[src/rtl/cp0_exc_ctrl.sv]
// cp0_exc_ctrl -- MIPS-style coprocessor-0 exception and timer controller.
//
// Holds BadVAddr, Count, Compare, Status, Cause, EPC, PRId and Config. It
// commits exceptions and eret, raises a sticky Count/Compare timer
// interrupt, and forms the pipeline interrupt request.
//
// Ports:
//   clk, rst          clock; synchronous active-high reset
//   we_i/waddr_i/data_i   mtc0 write strobe, register number, write data
//   raddr_i, data_o       mfc0 register number, registered read data (1 cycle)
//   hw_int_i              level-sensitive external interrupt lines
//   exc_*                 exception commit strobe, ExcCode, PC, delay-slot flag,
//                         faulting address
//   eret_i                exception return strobe
//   timer_int_o           sticky timer interrupt
//   int_req_o             combinational interrupt request to the pipeline
//   count_o..badvaddr_o   current register contents
module cp0_exc_ctrl #(
    parameter int          NUM_HW_INT = 6,
    parameter int          COUNT_DIV  = 1,
    parameter logic [31:0] PRID_VAL   = 32'h004C0102,
    parameter logic [31:0] CONFIG_VAL = 32'h00008000
) (
    input  logic                  clk,
    input  logic                  rst,
    input  logic                  we_i,
    input  logic [4:0]            waddr_i,
    input  logic [31:0]           data_i,
    input  logic [4:0]            raddr_i,
    output logic [31:0]           data_o,
    input  logic [NUM_HW_INT-1:0] hw_int_i,
    input  logic                  exc_valid_i,
    input  logic [4:0]            exc_code_i,
    input  logic [31:0]           exc_pc_i,
    input  logic                  exc_in_delay_i,
    input  logic [31:0]           exc_badvaddr_i,
    input  logic                  eret_i,
    output logic                  timer_int_o,
    output logic                  int_req_o,
    output logic [31:0]           count_o,
    output logic [31:0]           compare_o,
    output logic [31:0]           status_o,
    output logic [31:0]           cause_o,
    output logic [31:0]           epc_o,
    output logic [31:0]           badvaddr_o
);

    localparam logic [4:0] REG_BADVADDR = 5'd8;
    localparam logic [4:0] REG_COUNT    = 5'd9;
    localparam logic [4:0] REG_COMPARE  = 5'd11;
    localparam logic [4:0] REG_STATUS   = 5'd12;
    localparam logic [4:0] REG_CAUSE    = 5'd13;
    localparam logic [4:0] REG_EPC      = 5'd14;
    localparam logic [4:0] REG_PRID     = 5'd15;
    localparam logic [4:0] REG_CONFIG   = 5'd16;

    localparam logic [31:0] STATUS_RESET = 32'h10000000;
    // Prescaler is one bit: COUNT_DIV is 1 (always at terminal value) or 2.
    localparam logic        PRESC_LAST   = (COUNT_DIV == 2);

    logic [31:0] count_reg,    count_next;
    logic [31:0] compare_reg,  compare_next;
    logic [31:0] status_reg,   status_next;
    logic [31:0] cause_reg,    cause_next;
    logic [31:0] epc_reg,      epc_next;
    logic [31:0] badvaddr_reg, badvaddr_next;
    logic [31:0] data_reg,     data_next;
    logic        timer_reg,    timer_next;
    logic        presc_reg,    presc_next;

    logic [5:0]  hw_ip;
    logic        wr_count, wr_compare, wr_status, wr_cause, wr_epc;

    // External lines map onto Cause[15:10]; absent lines read as zero.
    genvar gi;
    generate
        for (gi = 0; gi < 6; gi++) begin : g_ip
            if (gi < NUM_HW_INT) begin : g_used
                assign hw_ip[gi] = hw_int_i[gi];
            end else begin : g_unused
                assign hw_ip[gi] = 1'b0;
            end
        end
    endgenerate

    function automatic logic [31:0] cp0_read(
        input logic [4:0]  addr,
        input logic [31:0] bva, cnt, cmp, st, ca, epc
    );
        case (addr)
            REG_BADVADDR: cp0_read = bva;
            REG_COUNT:    cp0_read = cnt;
            REG_COMPARE:  cp0_read = cmp;
            REG_STATUS:   cp0_read = st;
            REG_CAUSE:    cp0_read = ca;
            REG_EPC:      cp0_read = epc;
            REG_PRID:     cp0_read = PRID_VAL;
            REG_CONFIG:   cp0_read = CONFIG_VAL;
            default:      cp0_read = 32'd0;
        endcase
    endfunction

    always_comb begin
        wr_count   = we_i && (waddr_i == REG_COUNT);
        wr_compare = we_i && (waddr_i == REG_COMPARE);
        wr_status  = we_i && (waddr_i == REG_STATUS);
        wr_cause   = we_i && (waddr_i == REG_CAUSE);
        wr_epc     = we_i && (waddr_i == REG_EPC);

        // Count with prescaler; a software load restarts the period.
        count_next = count_reg;
        presc_next = presc_reg;
        if (wr_count) begin
            count_next = data_i;
            presc_next = 1'b0;
        end else if (presc_reg == PRESC_LAST) begin
            count_next = count_reg + 32'd1;
            presc_next = 1'b0;
        end else begin
            presc_next = presc_reg + 1'b1;
        end

        compare_next = wr_compare ? data_i : compare_reg;

        // Compare write acknowledges the timer and beats a same-cycle match.
        timer_next = timer_reg;
        if (wr_compare)
            timer_next = 1'b0;
        else if ((count_reg == compare_reg) && (compare_reg != 32'd0))
            timer_next = 1'b1;

        // Exception owns EXL over both mtc0 and eret.
        status_next = wr_status ? data_i : status_reg;
        if (exc_valid_i)
            status_next[1] = 1'b1;
        else if (eret_i)
            status_next[1] = 1'b0;

        cause_next          = 32'd0;
        cause_next[31]      = cause_reg[31];
        cause_next[23:22]   = wr_cause ? data_i[23:22] : cause_reg[23:22];
        cause_next[15:10]   = {hw_ip[5] | timer_reg, hw_ip[4:0]};
        cause_next[9:8]     = wr_cause ? data_i[9:8] : cause_reg[9:8];
        cause_next[6:2]     = cause_reg[6:2];
        if (exc_valid_i) begin
            cause_next[6:2] = exc_code_i;
            // Nested exceptions keep the original return context.
            if (!status_reg[1])
                cause_next[31] = exc_in_delay_i;
        end

        epc_next = epc_reg;
        if (exc_valid_i) begin
            if (!status_reg[1])
                epc_next = exc_in_delay_i ? exc_pc_i - 32'd4 : exc_pc_i;
        end else if (wr_epc) begin
            epc_next = data_i;
        end

        badvaddr_next = badvaddr_reg;
        if (exc_valid_i && ((exc_code_i == 5'd4) || (exc_code_i == 5'd5)))
            badvaddr_next = exc_badvaddr_i;

        // A write to the register being read returns its post-write value.
        if (we_i && (waddr_i == raddr_i))
            data_next = cp0_read(raddr_i, badvaddr_reg, count_next, compare_next,
                                 status_next, cause_next, epc_next);
        else
            data_next = cp0_read(raddr_i, badvaddr_reg, count_reg, compare_reg,
                                 status_reg, cause_reg, epc_reg);
    end

    always_ff @(posedge clk) begin
        if (rst) begin
            count_reg    <= 32'd0;
            compare_reg  <= 32'd0;
            status_reg   <= STATUS_RESET;
            cause_reg    <= 32'd0;
            epc_reg      <= 32'd0;
            badvaddr_reg <= 32'd0;
            data_reg     <= 32'd0;
            timer_reg    <= 1'b0;
            presc_reg    <= 1'b0;
        end else begin
            count_reg    <= count_next;
            compare_reg  <= compare_next;
            status_reg   <= status_next;
            cause_reg    <= cause_next;
            epc_reg      <= epc_next;
            badvaddr_reg <= badvaddr_next;
            data_reg     <= data_next;
            timer_reg    <= timer_next;
            presc_reg    <= presc_next;
        end
    end

    assign int_req_o   = status_reg[0] & ~status_reg[1] &
                         (|(status_reg[15:8] & cause_reg[15:8]));
    assign data_o      = data_reg;
    assign timer_int_o = timer_reg;
    assign count_o     = count_reg;
    assign compare_o   = compare_reg;
    assign status_o    = status_reg;
    assign cause_o     = cause_reg;
    assign epc_o       = epc_reg;
    assign badvaddr_o  = badvaddr_reg;

endmodule

[config.mk]
export PLATFORM = sky130hd
export DESIGN_NAME = cp0_exc_ctrl
export DESIGN_NICKNAME = d
export VERILOG_FILES = /design/src/rtl/cp0_exc_ctrl.sv
export SDC_FILE = /design/constraint.sdc
export NUM_CORES = 1
export LEC_CHECK = 0
export BUFFER_PORTS_ARGS = -buffer_cell sky130_fd_sc_hd__buf_2
export CORE_ASPECT_RATIO = 0.6
export CORE_MARGIN = 2
export CORE_UTILIZATION = 35
export DETAILED_ROUTE_END_ITERATION = 12
export GPL_TIMING_DRIVEN = 0
export SKIP_CTS_REPAIR_TIMING = 1
export SLEW_MARGIN = 10
export SYNTH_ARGS = -nofsm -noshare
export SYNTH_HDL_FRONTEND = slang
export SYNTH_SLANG_ARGS = --single-unit
export TNS_END_PERCENT = 50
[constraint.sdc]
create_clock -name clk -period 2.2 [get_ports clk]
set_clock_uncertainty 0.05 [all_clocks]
set_input_delay 0.33 -clock clk [delete_from_list [all_inputs] [get_ports clk]]
set_output_delay 0.33 -clock clk [all_outputs]
set_load 0.005 [all_outputs]
==> load_flow_metrics.sql <==
INSERT INTO impl_metrics (metric_group, metric, value, unit) VALUES
('clock_network', 'cts.reportedPaths.clkPinSlew', '70', 'ps'),
('routing', 'post_drt_wl_per_cell', '31.9', 'µm'),
('clock_network', 'clock_tree.buffer_depth', '3', ''),
('finish', 'multi_input_area', '7650', 'µm²'),
('clock_network', 'clkLatencyLatePin', '550', 'ps'),
('floorplanning', 'initial_core_utilization', '35.5', '%'),
('sta', 'max_freq', '0.433', 'GHz'),
('floorplanning', 'die_area', '35700', 'µm²'),
('floorplanning', 'ioPinCount', '349', ''),
('place', 'dp_cells', '2273', ''),
('logic_synthesis', 'synth_compound_area_share', '20.4', '%'),
('logic_synthesis', 'post_synth_most_frequent_cells', 'sky130_fd_sc_hd__dfxtp_1, sky130_fd_sc_hd__nor2_1, sky130_fd_sc_hd__nand2_1', ''),
('finish', 'area.growth.synth_to_final', '34.2', '%'),
('floorplanning', 'die_width', '243', 'µm'),
('finish', 'layout.nets', '2009', ''),
('global_routing', 'grt_first_pass_wirelength', '101', 'mm'),
('logic_synthesis', 'synth_cell_type_count', '79', ''),
('logic_synthesis', 'synthTopCellsByArea', 'sky130_fd_sc_hd__dfxtp_1, sky130_fd_sc_hd__mux2i_1, sky130_fd_sc_hd__nor2_1, sky130_fd_sc_hd__nand2_1, sky130_fd_sc_hd__xor2_1', ''),
('finish', 'drive_above_1_share', '32.2', '%'),
('pwr', 'vdd_drop_max', '0.471', 'mV'),
('sta', 'finalSetupViolCount', '12', ''),
('routing', 'route.vias.total', '14577', ''),
('setup_path', 'crit_type', 'in2reg', ''),
('pwr', 'sw_ratio', '28.8', '%'),
('worst_hold_path', 'hp-start', 'exc_badvaddr_i[26]', ''),
('floorplanning', 'floorplan.rows', '52', ''),
('logic_synthesis', 'yosysTopAreaCell', 'sky130_fd_sc_hd__dfxtp_1', ''),
('setup_path', 'startpoint_type', 'input port', ''),
('place', 'port-buffer-count', '324', ''),
('logic_synthesis', 'synthAdderAreaFrac', '0.209', '%'),
('sta', 'final.setup.worst_slack', '-108', 'ps'),
('worst_hold_path', 'holdCritPathClass', 'in2reg', ''),
('routing', 'post_drt_via_cell_ratio', '6.18', ''),
('logic_synthesis', 'asyncSetResetFlopFracSynth', '0', '%'),
('logic_synthesis', 'synth-simple-area-share', '23.0', '%'),
('finish', 'antenna_cells', '0', ''),
('pwr', 'power.share.combinational', '13.7', '%'),
('run', 'max_cap_violations', '0', ''),
('run_status', 'violations', 'hold timing, setup timing', ''),
('setup_path', 'critPathRequiredTime', '2590', 'ps'),
('sta', 'timing.final.hold_violations', '13', ''),
('logic_synthesis', 'synth_top_area_share', '35.1', '%'),
('routing', 'total_drc_errors_in_the_routed_layout', '0', ''),
('logic_synthesis', 'portion_of_netlist_area_occupied_by_mux_cells', '10.1', '%'),
('pwr', 'p_int', '6850', 'µW'),
('global_routing', 'globalRoute.totalOverflow', '0', ''),
('logic_synthesis', 'synthCells', '1474', ''),
('routing', 'totalWireLength', '75.2', 'mm'),
('setup_path', 'timing.critical_path.fanout_max', '10', ''),
('clock_network', 'clock_tree_from_tritoncts', 'built', ''),
('run_status', 'run_status', 'finished, violations left', ''),
('global_routing', 'grt_max_degree', '14', ''),
('sta', 'slew_headroom', '27.5', '%'),
('logic_synthesis', 'yosys_most_used_dff', 'sky130_fd_sc_hd__dfxtp_1', ''),
('sta', 'final-max-slew-violation-count', '0', ''),
('global_routing', 'gr-usage-all-layers', '40.1', '%'),
('sta', 'fin_worst_hold_slack', '-19.3', 'ps'),
('routing', 'detail_route.iter0.violations', '2312', ''),
('pwr', 'total_leakage_power', '0.00697', 'µW'),
('floorplanning', 'floorplan.die.height', '147', 'µm'),
('setup_path', 'arrival', '2700', 'ps'),
('logic_synthesis', 'syn-mean-instance-area', '8.12', 'µm²'),
('logic_synthesis', 'synth_seq_cells', '210', ''),
('routing', 'firstDrtPassIters', '6', ''),
('finish', 'instances_no_fill', '2357', ''),
('setup_path', 'critical_path.startpoint', 'raddr_i[0]', ''),
('finish', 'final_core_utilization', '47.6', '%'),
('logic_synthesis', 'synthesis.area', '12000', 'µm²'),
('pwr', 'p_per_area', '599', 'nW/µm²'),
('global_routing', 'antenna_found_initial', '0', ''),
('clock_network', 'ctsHtreeMaxLevel', '1', '');
critical path, stage by stage:
cell                       delay, ps
sky130_fd_sc_hd__clkbuf_2        240
sky130_fd_sc_hd__nor2_2          480
sky130_fd_sc_hd__a21oi_1         230
sky130_fd_sc_hd__a211oi_4        560
sky130_fd_sc_hd__clkbuf_4        480
sky130_fd_sc_hd__o21ai_0         150
sky130_fd_sc_hd__a21oi_1         220
logic make-up after synthesis:
logic type      Yosys count
flops                   210
simple gates            570
fa+ha+maj                 2
buf+inv                 145
compound gates          348
xor+xnor                 79
mux                     119
other cells               1
routing by layer:
metal  global-route usage [%]  share of wire (%)
met1                     57.2                 42
met2                     52.4                 38
met3                     19.5                 18
met4                     10.3                2.8
met5                     3.48               0.16
path summary, 6_finish.rpt:
check / to / cells after the start / slack, ps
worst max register to register: data_o[16]$_SDFF_PP0_ / 7 / 0
worst max-delay path: data_o[6]$_SDFF_PP0_ / 7 / -110
worst min-delay path: badvaddr_o[26]$_SDFFE_PP0P_ / 3 / -20
worst min register to register: badvaddr_o[7]$_SDFFE_PP0P_ / 2 / 460
area by class of cell:
cell class	count	share of cell area (%)
buffer	129	4.47
clock buffer	31	4.02
clock inverter	8	0.873
inverter	8	0.187
multi-input combinational	1135	47.7
sequential	210	26.5
tap	459	3.58
timing repair buffer	377	12.8
power groups by stage:
stage	Combinational (µW)	Clock, µW	Sequential (µW)
detailed placement	1150	0	4120
global route	1360	4400	4030
global placement	1150	0	4120
finish	1320	4270	4030
CTS	1160	4270	4030
floorplan	545	0	4060
metrics by stage:
step	worst slack [ps]	hold slack (ps)	power [µW]	instance area, µm²
3_3_place_gp	-1720	447	5270	14300
4_1_cts	-889	-32.5	9460	15000
2_1_floorplan	-53.9	396	4600	12100
3_5_place_dp	-1440	449	5270	14300
6_report	-108	-19.3	9620	16100
5_1_grt	-47.7	-0.0397	9790	16100
layout by cell type (no fill, tap or decap), types with 12 or more instances in the layout:
| master | count |
|---|---|
| sky130_fd_sc_hd__nor4_1 | 21 |
| sky130_fd_sc_hd__xor2_1 | 50 |
| sky130_fd_sc_hd__a21oi_1 | 63 |
| sky130_fd_sc_hd__mux2_2 | 13 |
| sky130_fd_sc_hd__o211ai_1 | 12 |
| sky130_fd_sc_hd__o21ai_0 | 40 |
| sky130_fd_sc_hd__dlygate4sd3_1 | 12 |
| sky130_fd_sc_hd__mux2i_1 | 96 |
| sky130_fd_sc_hd__nor3_1 | 26 |
| sky130_fd_sc_hd__clkbuf_2 | 30 |
| sky130_fd_sc_hd__buf_4 | 63 |
| sky130_fd_sc_hd__nand2_1 | 152 |
| sky130_fd_sc_hd__buf_2 | 344 |
| sky130_fd_sc_hd__o22ai_1 | 20 |
| sky130_fd_sc_hd__clkbuf_16 | 23 |
| sky130_fd_sc_hd__nor2b_1 | 16 |
| sky130_fd_sc_hd__a211oi_1 | 23 |
| sky130_fd_sc_hd__conb_1 | 17 |
| sky130_fd_sc_hd__a22oi_1 | 42 |
| sky130_fd_sc_hd__nor2_1 | 192 |
| sky130_fd_sc_hd__a31oi_1 | 16 |
| sky130_fd_sc_hd__clkbuf_1 | 42 |
| sky130_fd_sc_hd__nand4_1 | 24 |
| sky130_fd_sc_hd__nand3_1 | 33 |
| sky130_fd_sc_hd__dfxtp_1 | 193 |
| sky130_fd_sc_hd__a221oi_1 | 14 |
| sky130_fd_sc_hd__xnor2_1 | 25 |
Power figures use the tool's default switching activity.
